==> src/rtl/cordic_pkg.sv <==
// cordic_pkg
// Shared constants and types for the CORDIC sin/cos sequencer.
//   W, AW        datapath width (x/y/z, Q1.11) and input angle width
//   ITERATIONS   CORDIC passes (<= 10, so the pass counter fits CNT_W bits)
//   K_INIT       x seed, CORDIC gain 0.60725 in Q1.11
//   DEGxx        angle landmarks in 1/64 degree units
//   state_t      sequencer states
//   neg_sat      two's complement negate that clamps -(min) to max
package cordic_pkg;

  localparam int W          = 13;
  localparam int AW         = 16;
  localparam int ITERATIONS = 10;
  localparam int CNT_W      = 4;

  localparam logic signed [W-1:0] K_INIT = 13'sd1244;

  localparam int DEG45  = 2880;
  localparam int DEG90  = 5760;
  localparam int DEG135 = 8640;
  localparam int DEG180 = 11520;
  localparam int DEG360 = 23040;

  typedef enum logic [2:0] {
    IDLE,
    WRAP,
    QUAD,
    ITER,
    MAP,
    DONE
  } state_t;

  // The most negative code has no positive counterpart in W bits, so it
  // clamps to the most positive code instead of wrapping back onto itself.
  function automatic logic signed [W-1:0] neg_sat(input logic signed [W-1:0] v);
    logic signed [W-1:0] most_neg;
    most_neg = {1'b1, {(W-1){1'b0}}};
    if (v == most_neg) begin
      neg_sat = ~most_neg;
    end else begin
      neg_sat = -v;
    end
  endfunction

endpackage

==> src/rtl/cordic_quadrant_map.sv <==
// cordic_quadrant_map
// Rotates the CORDIC result (computed for the residual angle in [-45,45) deg)
// back by k quarter turns to recover cos/sin of the full angle.
//   k        in   2  quarter-turn count from the angle reduction
//   c, s     in   W  cos/sin of the residual angle (Q1.11)
//   cos_val  out  W  cos of the full angle (Q1.11)
//   sin_val  out  W  sin of the full angle (Q1.11)
module cordic_quadrant_map
  import cordic_pkg::*;
(
  input  logic [1:0]          k,
  input  logic signed [W-1:0] c,
  input  logic signed [W-1:0] s,
  output logic signed [W-1:0] cos_val,
  output logic signed [W-1:0] sin_val
);

  // Adding k*90 deg: cos(r+90)=-sin r, sin(r+90)=cos r, and so on around the
  // circle; every negation goes through the saturating helper.
  always_comb begin
    cos_val = c;
    sin_val = s;
    unique case (k)
      2'd0: begin
        cos_val = c;
        sin_val = s;
      end
      2'd1: begin
        cos_val = neg_sat(s);
        sin_val = c;
      end
      2'd2: begin
        cos_val = neg_sat(c);
        sin_val = neg_sat(s);
      end
      2'd3: begin
        cos_val = s;
        sin_val = neg_sat(c);
      end
      default: begin
        cos_val = c;
        sin_val = s;
      end
    endcase
  end

endmodule

==> src/rtl/cordic_sincos_ctrl.sv <==
// cordic_sincos_ctrl
// Front end and sequencer for an external single-cycle CORDIC iteration stage.
// Reduces the input angle to a quadrant plus a residual in [-45,45) deg, runs
// ITERATIONS passes through the external datapath and returns cos/sin on a
// valid/ready output.
//   clk, rst_n            clock, asynchronous active-low reset
//   in_valid/in_ready     angle request handshake (ready only in IDLE)
//   in_angle              signed angle, 1/64 deg
//   out_valid/out_ready   result handshake, result held until accepted
//   out_cos, out_sin      Q1.11 results
//   busy                  sequencer not idle
//   cd_x0/y0/z0, cd_stage operands and pass index to the iteration datapath
//   cd_xn/yn/zn           datapath results, registered one cycle after operands
module cordic_sincos_ctrl
  import cordic_pkg::*;
(
  input  logic                 clk,
  input  logic                 rst_n,
  input  logic                 in_valid,
  output logic                 in_ready,
  input  logic signed [AW-1:0] in_angle,
  output logic                 out_valid,
  input  logic                 out_ready,
  output logic signed [W-1:0]  out_cos,
  output logic signed [W-1:0]  out_sin,
  output logic                 busy,
  output logic signed [W-1:0]  cd_x0,
  output logic signed [W-1:0]  cd_y0,
  output logic signed [W-1:0]  cd_z0,
  output logic [31:0]          cd_stage,
  input  logic signed [W-1:0]  cd_xn,
  input  logic signed [W-1:0]  cd_yn,
  input  logic signed [W-1:0]  cd_zn
);

  localparam logic signed [AW-1:0] A45  = AW'(DEG45);
  localparam logic signed [AW-1:0] A90  = AW'(DEG90);
  localparam logic signed [AW-1:0] A135 = AW'(DEG135);
  localparam logic signed [AW-1:0] A180 = AW'(DEG180);
  localparam logic signed [AW-1:0] A360 = AW'(DEG360);
  localparam logic [CNT_W-1:0]     LAST = CNT_W'(ITERATIONS - 1);

  state_t               state;
  state_t               state_nx;
  logic signed [AW-1:0] a;
  logic [1:0]           k;
  logic signed [W-1:0]  r;
  logic [CNT_W-1:0]     iter_cnt;
  logic                 wrap_hi;
  logic                 wrap_lo;
  logic signed [W-1:0]  map_cos;
  logic signed [W-1:0]  map_sin;

  // The input range is about +-512 deg, so one 360 deg step per WRAP cycle
  // always lands inside [-180,180) after at most two adjustments.
  assign wrap_hi = (a >= A180);
  assign wrap_lo = (a < -A180);

  assign in_ready  = (state == IDLE);
  assign busy      = (state != IDLE);
  assign out_valid = (state == DONE);

  cordic_quadrant_map u_map (
    .k       (k),
    .c       (cd_xn),
    .s       (cd_yn),
    .cos_val (map_cos),
    .sin_val (map_sin)
  );

  always_ff @(posedge clk or negedge rst_n) begin
    if (!rst_n) begin
      state <= IDLE;
    end else begin
      state <= state_nx;
    end
  end

  // Next state plus the datapath operands; the datapath only sees non-zero
  // operands while iterating, pass 0 is seeded from the reduced angle and
  // later passes simply feed the previous result back.
  always_comb begin
    state_nx = state;
    cd_x0    = '0;
    cd_y0    = '0;
    cd_z0    = '0;
    cd_stage = '0;
    unique case (state)
      IDLE: begin
        if (in_valid) state_nx = WRAP;
      end
      WRAP: begin
        if (!wrap_hi && !wrap_lo) state_nx = QUAD;
      end
      QUAD: begin
        state_nx = ITER;
      end
      ITER: begin
        if (iter_cnt == '0) begin
          cd_x0 = K_INIT;
          cd_z0 = r;
        end else begin
          cd_x0    = cd_xn;
          cd_y0    = cd_yn;
          cd_z0    = cd_zn;
          cd_stage = {{(32-CNT_W){1'b0}}, iter_cnt};
        end
        if (iter_cnt == LAST) state_nx = MAP;
      end
      MAP: begin
        state_nx = DONE;
      end
      DONE: begin
        if (out_ready) state_nx = IDLE;
      end
      default: begin
        state_nx = IDLE;
      end
    endcase
  end

  // Angle reduction, pass counter and result capture. Each residual formula
  // keeps r inside [-2880,2880), so truncation to W bits loses nothing.
  always_ff @(posedge clk or negedge rst_n) begin
    if (!rst_n) begin
      a        <= '0;
      k        <= '0;
      r        <= '0;
      iter_cnt <= '0;
      out_cos  <= '0;
      out_sin  <= '0;
    end else begin
      unique case (state)
        IDLE: begin
          if (in_valid) a <= in_angle;
        end
        WRAP: begin
          if (wrap_hi) begin
            a <= a - A360;
          end else if (wrap_lo) begin
            a <= a + A360;
          end
        end
        QUAD: begin
          iter_cnt <= '0;
          if (a >= A135) begin
            k <= 2'd2;
            r <= W'(a - A180);
          end else if (a >= A45) begin
            k <= 2'd1;
            r <= W'(a - A90);
          end else if (a >= -A45) begin
            k <= 2'd0;
            r <= W'(a);
          end else if (a >= -A135) begin
            k <= 2'd3;
            r <= W'(a + A90);
          end else begin
            k <= 2'd2;
            r <= W'(a + A180);
          end
        end
        ITER: begin
          iter_cnt <= iter_cnt + 1'b1;
        end
        MAP: begin
          out_cos <= map_cos;
          out_sin <= map_sin;
        end
        default: begin
        end
      endcase
    end
  end

endmodule

==> config.mk <==
export PLATFORM = sky130hd
export DESIGN_NAME = cordic_sincos_ctrl
export DESIGN_NICKNAME = d
export VERILOG_FILES = /design/src/rtl/cordic_pkg.sv /design/src/rtl/cordic_quadrant_map.sv /design/src/rtl/cordic_sincos_ctrl.sv
export SDC_FILE = /design/constraint.sdc
export NUM_CORES = 1
export LEC_CHECK = 0
export ABC_CLOCK_PERIOD_IN_PS = 3700
export CORE_MARGIN = 2
export CORE_UTILIZATION = 34
export CTS_CLUSTER_DIAMETER = 100
export CTS_CLUSTER_SIZE = 40
export DETAILED_ROUTE_END_ITERATION = 8
export GPL_TIMING_DRIVEN = 0
export SLEW_MARGIN = 10
export SYNTH_ARGS = -nofsm -noshare
export SYNTH_HDL_FRONTEND = slang
export SYNTH_HIERARCHICAL = 1
export SYNTH_SLANG_ARGS = --single-unit
==> constraint.sdc <==
create_clock -name clk -period 3.7 [get_ports clk]
set_input_delay 0.37 -clock clk [delete_from_list [all_inputs] [get_ports clk]]
set_output_delay 0.37 -clock clk [all_outputs]
set_load 0.05 [all_outputs]
Word-level counts from Yosys, hierarchy flattened

Index checks and enable logic that the tools add are counted.

Word-level logic and storage cells: 79
Latch bits: 0
Memories: 0
Output and inout bits: 100
Input bits: 59
Bits in writable memories: 0
Memory bits (read-only): 0
Flip-flop bits (word level): 64

Div/mod/pow operators: 0
Order comparisons: 6
Muxes and demuxes: 30
Reduce and logical (&&, ||, !) cells: 11
Shift-type cells: 0
Add/sub/neg operators: 9
$mul: 0
Bitwise operators: 0
Equality and inequality tests: 16

Operators with widths:

| operator                 | count |
|---|---|
| $mux W13                 | 12 |
| $pmux W13 S4             | 2 |
| $ge A16 B15 Y1 const B   | 3 |
| $mux W16                 | 3 |
| $ge A16 B13 Y1 const B   | 2 |
| $pmux W16 S2             | 1 |
| $add A13 B13 Y13 const B | 2 |
| $eq A13 B13 Y1 const B   | 2 |
| $neg A13 Y13             | 2 |
| $sub A13 B13 Y13 const B | 2 |
| $pmux W3 S6              | 1 |
| $add A16 B16 Y16 const B | 1 |
| $lt A16 B15 Y1 const B   | 1 |
| $sub A16 B16 Y16 const B | 1 |
| $mux W3                  | 4 |
| $mux W4                  | 2 |
| $pmux W4 S2              | 1 |
| $eq A3 B2 Y1 const B     | 2 |
| $eq A3 B3 Y1 const B     | 2 |
| $mux W2                  | 3 |
| $ne A2 B2 Y1 const B     | 3 |
| $add A4 B1 Y4 const B    | 1 |
| $eq A2 B2 Y1 const B     | 2 |
| $eq A4 B4 Y1 const B     | 1 |
| other kinds (14)         | 16 |

Longest topological paths before layout

Depth in word-level cells: 5
Depth in mapped cells: 15
Mapped depth without buffers: 14

Cells and area by module

The synthesis kept the hierarchy.

By module, submodules not included:

| module              | instances | cells each | area an instance (sq um) | sequential area each (sq um) |
|---|---|---|---|---|
| cordic_sincos_ctrl  | 1         | 476        | 4346.7                   | 1601.5 |
| cordic_quadrant_map | 1         | 216        | 1340.0                   | 0.0 |

Worst setup path after synthesis

No wires, ideal clock.

Kind: register to register
From: register a[9]
To: register a[15]
Buffers on the path: 1
Setup time: 121 ps
Period minus slack after synthesis: 3355 ps
Required time: 3579 ps
Setup slack: 345 ps
Stages on the path, launching flop included: 16
Arrival: 3234 ps
Cell sequence: dfrtp_1 -> buf_2 -> inv_1 -> ha_1 -> and3b_1 -> nor3_1 -> a21oi_1 -> nor2b_1 -> inv_1 -> ha_1 -> a211oi_1 -> o21bai_1 -> a21oi_1 -> xor2_1 -> o31ai_1 -> a22o_1

Cells in the longest elaborated chain, start to end: 4

Ends and longest elaborated chain:

| what                   | RTL line                  | RTL |
|---|---|---|
| from (decl)            | cordic_sincos_ctrl.sv:45  | `logic signed [AW-1:0] a;` |
| from (signal assigned) | cordic_sincos_ctrl.sv:135 | `if (in_valid) a <= in_angle;` |
| from (signal assigned) | cordic_sincos_ctrl.sv:139 | `a <= a - A360;` |
| from (signal assigned) | cordic_sincos_ctrl.sv:141 | `a <= a + A360;` |
| $add A16 B16 Y16       | cordic_sincos_ctrl.sv:141 |  |
| $mux W16               | cordic_sincos_ctrl.sv:140 | `end else if (wrap_lo) begin` |
| $mux W16               | cordic_sincos_ctrl.sv:138 | `if (wrap_hi) begin` |
| $pmux W16 S2           | cordic_sincos_ctrl.sv:133 | `unique case (state)` |

Several ways; a longest one is shown, not always the timed one. The select of a mux whose other input is x is not followed.
A chain may end at the register's enable or synchronous reset.

Final worst setup path

Same ends and word-level chain as after synthesis.

==> flow_summary_export.csv <==
group,metric,value,unit
status,status,"completed",
yosys,yosysMostFrequentCell,"nand2_1",
clock_tree,cts_tree,"yes",
cells_and_area,syn_to_final_growth,36.3,%
place,placed_cell_area,0.00739,sq mm
place,dp_cells,1070,
floorplanning,fp.dieH,133,um
floorplanning,rows,47,
clock_tree,cts_made_buffers,9,
place,globalplace.congestion,0.898,
global_routing,grt_overflow,0,
route,drc,0,
global_routing,grt_pass1_wl,28.4,mm
worst_setup_path,cp_cell_sequence,"clkbuf_4, inv_1, ha_1, and3b_1, nor3_2, a21oi_2, nor2b_4, inv_1, ha_1, a211oi_1, o21bai_1, a21oi_1, xor2_1, o31ai_1, a22o_1",
clock_tree,htreeDepth,3,
yosys,synth_cell_types,87,
yosys,ys_seq_area_share,28.2,%
floorplanning,dieArea,0.0178,sq mm
route,vias,5709,
clock_tree,insertion_delay,0.35,ns
place,pre_cts_ws,-0.247,ns
yosys,synth_cells,692,
timing,hold_violations,0,
global_routing,grt_pass1_vias,5174,
cells_and_area,antenna_cells,0,
global_routing,grtUsageMet3,4.60,%
floorplanning,die_width,133,um
yosys,yosysWarnings,6,
route,drtIter0Drc,421,
worst_setup_path,slowest_stage,"dfrtp_2",
global_routing,met2_usage,33.5,%
yosys,dominantRegCellSynth,"dfrtp_1",
timing,period_needed,3.42,ns
power,p_leak,3.19,nW
floorplanning,ioPinCount,159,
floorplanning,core_area,0.0165,sq mm
power,peakVddDrop,0.509,mV
worst_setup_path,cp-end-kind,"flip-flop",
global_routing,grt_max_degree,47,
yosys,synth_top_family_by_area,"simple AND/OR/NAND/NOR gates",
cells_and_area,layout.nets,942,
global_routing,met1_usage,26.6,%
worst_setup_path,worst-endpoint-required,3.94,ns
timing,final.setup.tns,0,ns
yosys,synthTopCellsByArea,"dfrtp_1, mux2_2, nand2_1",
yosys,synth_xor_area_share,2.16,%
yosys,synth_area_per_cell,8.22,sq um
clock_tree,cts-root-buf,"clkbuf_16",
job,drv_cap,0,
route,first_pass_iters,5,
yosys,ys_ff_latch,64,
power,finalPower,7.22,mW
yosys,synth_top_area_share,28.2,%
yosys,synth_compound_area_share,22.7,%
place,place_hpwl,13.8,mm
route,avgRoutedWirePerCell,16.7,um
clock_tree,clk_pin_slew,0.07,ns
cells_and_area,drive_above_1_share,16.7,%
timing,final.setup.worst_slack,0.276,ns
clock_tree,clockBufferDepth,2,
timing,relSlewSlack,54.4,%
global_routing,antenna_found_initial,0,
global_routing,top_usage_layer,"met2",
floorplanning,start_util,34.5,%
power,cellPowerDensity,932,mW/mm^2
yosys,syn-cell-area,0.00569,sq mm
worst_setup_path,cpPeakStageDelay,0.38,ns
route,via_per_inst,5.24,
yosys,synth_edf_count,0,
yosys,muxShareOfSynthArea,9.64,%
timing,finalMaxSlewViolations,0,
yosys,synthArstFlopShare,100,%
yosys,yosys.area_share.simple,23.2,%
min_path,hp-class,"input pin to asynchronous set/reset pin",
place,io_buffers,130,
worst_setup_path,crit_fanout,10,
cells_and_area,final_cells,1090,
cells_and_area,finalInstanceArea,0.00775,sq mm
worst_setup_path,critPathKind,"flip-flop to flip-flop",
clock_tree,clock_sinks,64,
cells_and_area,final_core_util,47.1,%
timing,tightest_slew,0.684,ns
timing,timing.fmax,292,MHz
timing,setup_violations,0,
yosys,synth_fa_ha_area_share,4.09,%
timing,skew,0.0128,ns
route,ant_nets,0,
yosys,yosys-top-cells-count,"nand2_1, dfrtp_1, a21oi_1",
yosys,synth_largest_area_cell,"dfrtp_1",
worst_setup_path,arrival,3.66,ns
route,drt_wl_total,18.2,mm
global_routing,grt_usage,20.2,%
worst_setup_path,critPathLaunchType,"flip-flop",
timing,fin_hold_ws,0.453,ns
timing,min_period_over_period,92.5,%
[sequential cells by signal, summed over array words and instances (netlist names)]
register  count
iter_cnt      4
state         3
k             2
out_sin      13
r            13
a            16
out_cos      13
[kinds of logic (layout without fill, tap and decap cells)]
group           count (synthesis)  count (layout)
fa+ha+maj                      18              18
buf+inv                       104             255
other cells                     1              28
flops                          64              64
xor+xnor                       14              14
simple gates                  254             254
compound gates                187             187
mux                            50              50
[layer usage]
layer / part of all wire (%) / up-vias / wire length, um
met4: 2.1 / 0 / 374
met2: 47 / 241 / 8550
met5: 0 / - / 0
li1: - / 2783 / -
met1: 44 / 2657 / 7960
met3: 7.0 / 28 / 1270
[cell usage in the layout (no fill, tap or decap), types with 6 or more instances in the layout]
master	count
o221ai_1	7
mux2i_1	12
conb_1	28
buf_4	37
o22ai_1	7
clkdlybuf4s50_1	129
clkbuf_16	9
nand2_1	88
clkbuf_1	31
a211oi_1	8
dfrtp_1	62
and2_1	25
nand2b_1	6
ha_1	17
a31oi_1	7
nand3_1	15
a21oi_1	52
mux2_2	37
nor4_1	8
inv_1	21
a21o_1	6
xnor2_1	11
or3_1	9
buf_2	10
o211ai_1	8
nand4_1	6
nor2_1	43
nor3_1	14
o21ai_0	35
[final timing paths]
path,startpoint,slack (ns),cells after the start,end
setup / recovery,a[9]$_DFFE_PN0P_,0.28,15,a[15]$_DFFE_PN0P_
setup reg to reg,a[9]$_DFFE_PN0P_,0.28,15,a[15]$_DFFE_PN0P_
hold / removal,rst_n,0.45,2,a[13]$_DFFE_PN0P_
hold reg to reg,r[3]$_DFFE_PN0P_,0.48,2,r[3]$_DFFE_PN0P_
max in group asynchronous,rst_n,2.73,3,out_sin[8]$_DFFE_PN0P_
min in group clk,r[3]$_DFFE_PN0P_,0.48,2,r[3]$_DFFE_PN0P_
[critical path, delay by kind of cell, from the launching register on]
family	cells	cell delay, ns
AOI/OAI and AO/OA	6	1.12
adders and majority gates	2	0.63
and+or+nand+nor	3	0.60
buffers and inverters	3	0.42
DFF	1	0.38
xor gates and xnor gates	1	0.16
[report_power, final]
group | switching, mW | leakage [nW] | total [mW] | internal [mW]
clock | 0.355 | 0.143 | 0.883 | 0.528
combinational | 3.14 | 2.28 | 5.03 | 1.88
sequential | 0.256 | 0.768 | 1.31 | 1.05
[timing repair]
| action | in CTS | in global routing |
|---|---|---|
| hold endpoints to repair | 18 | 0 |
| setup endpoints to repair | 2 | 2 |
| setup buffers | 0 | 3 |
| hold buffers | 1 | 0 |
| pin swaps | 0 | 0 |
| gates resized for setup | 3 | 4 |
[final cells by class]
type | instances | area [sq um]
plain buffers | 80 | 478
clock buffers | 9 | 225
clock inverters | 7 | 80.1
fillers | 1638 | 8720
inverters | 24 | 90.1
multi-input cells | 551 | 3640
flip-flops and latches | 64 | 1600
well taps | 220 | 275
repair buffers | 135 | 1360
Power figures use the tool's default switching activity.
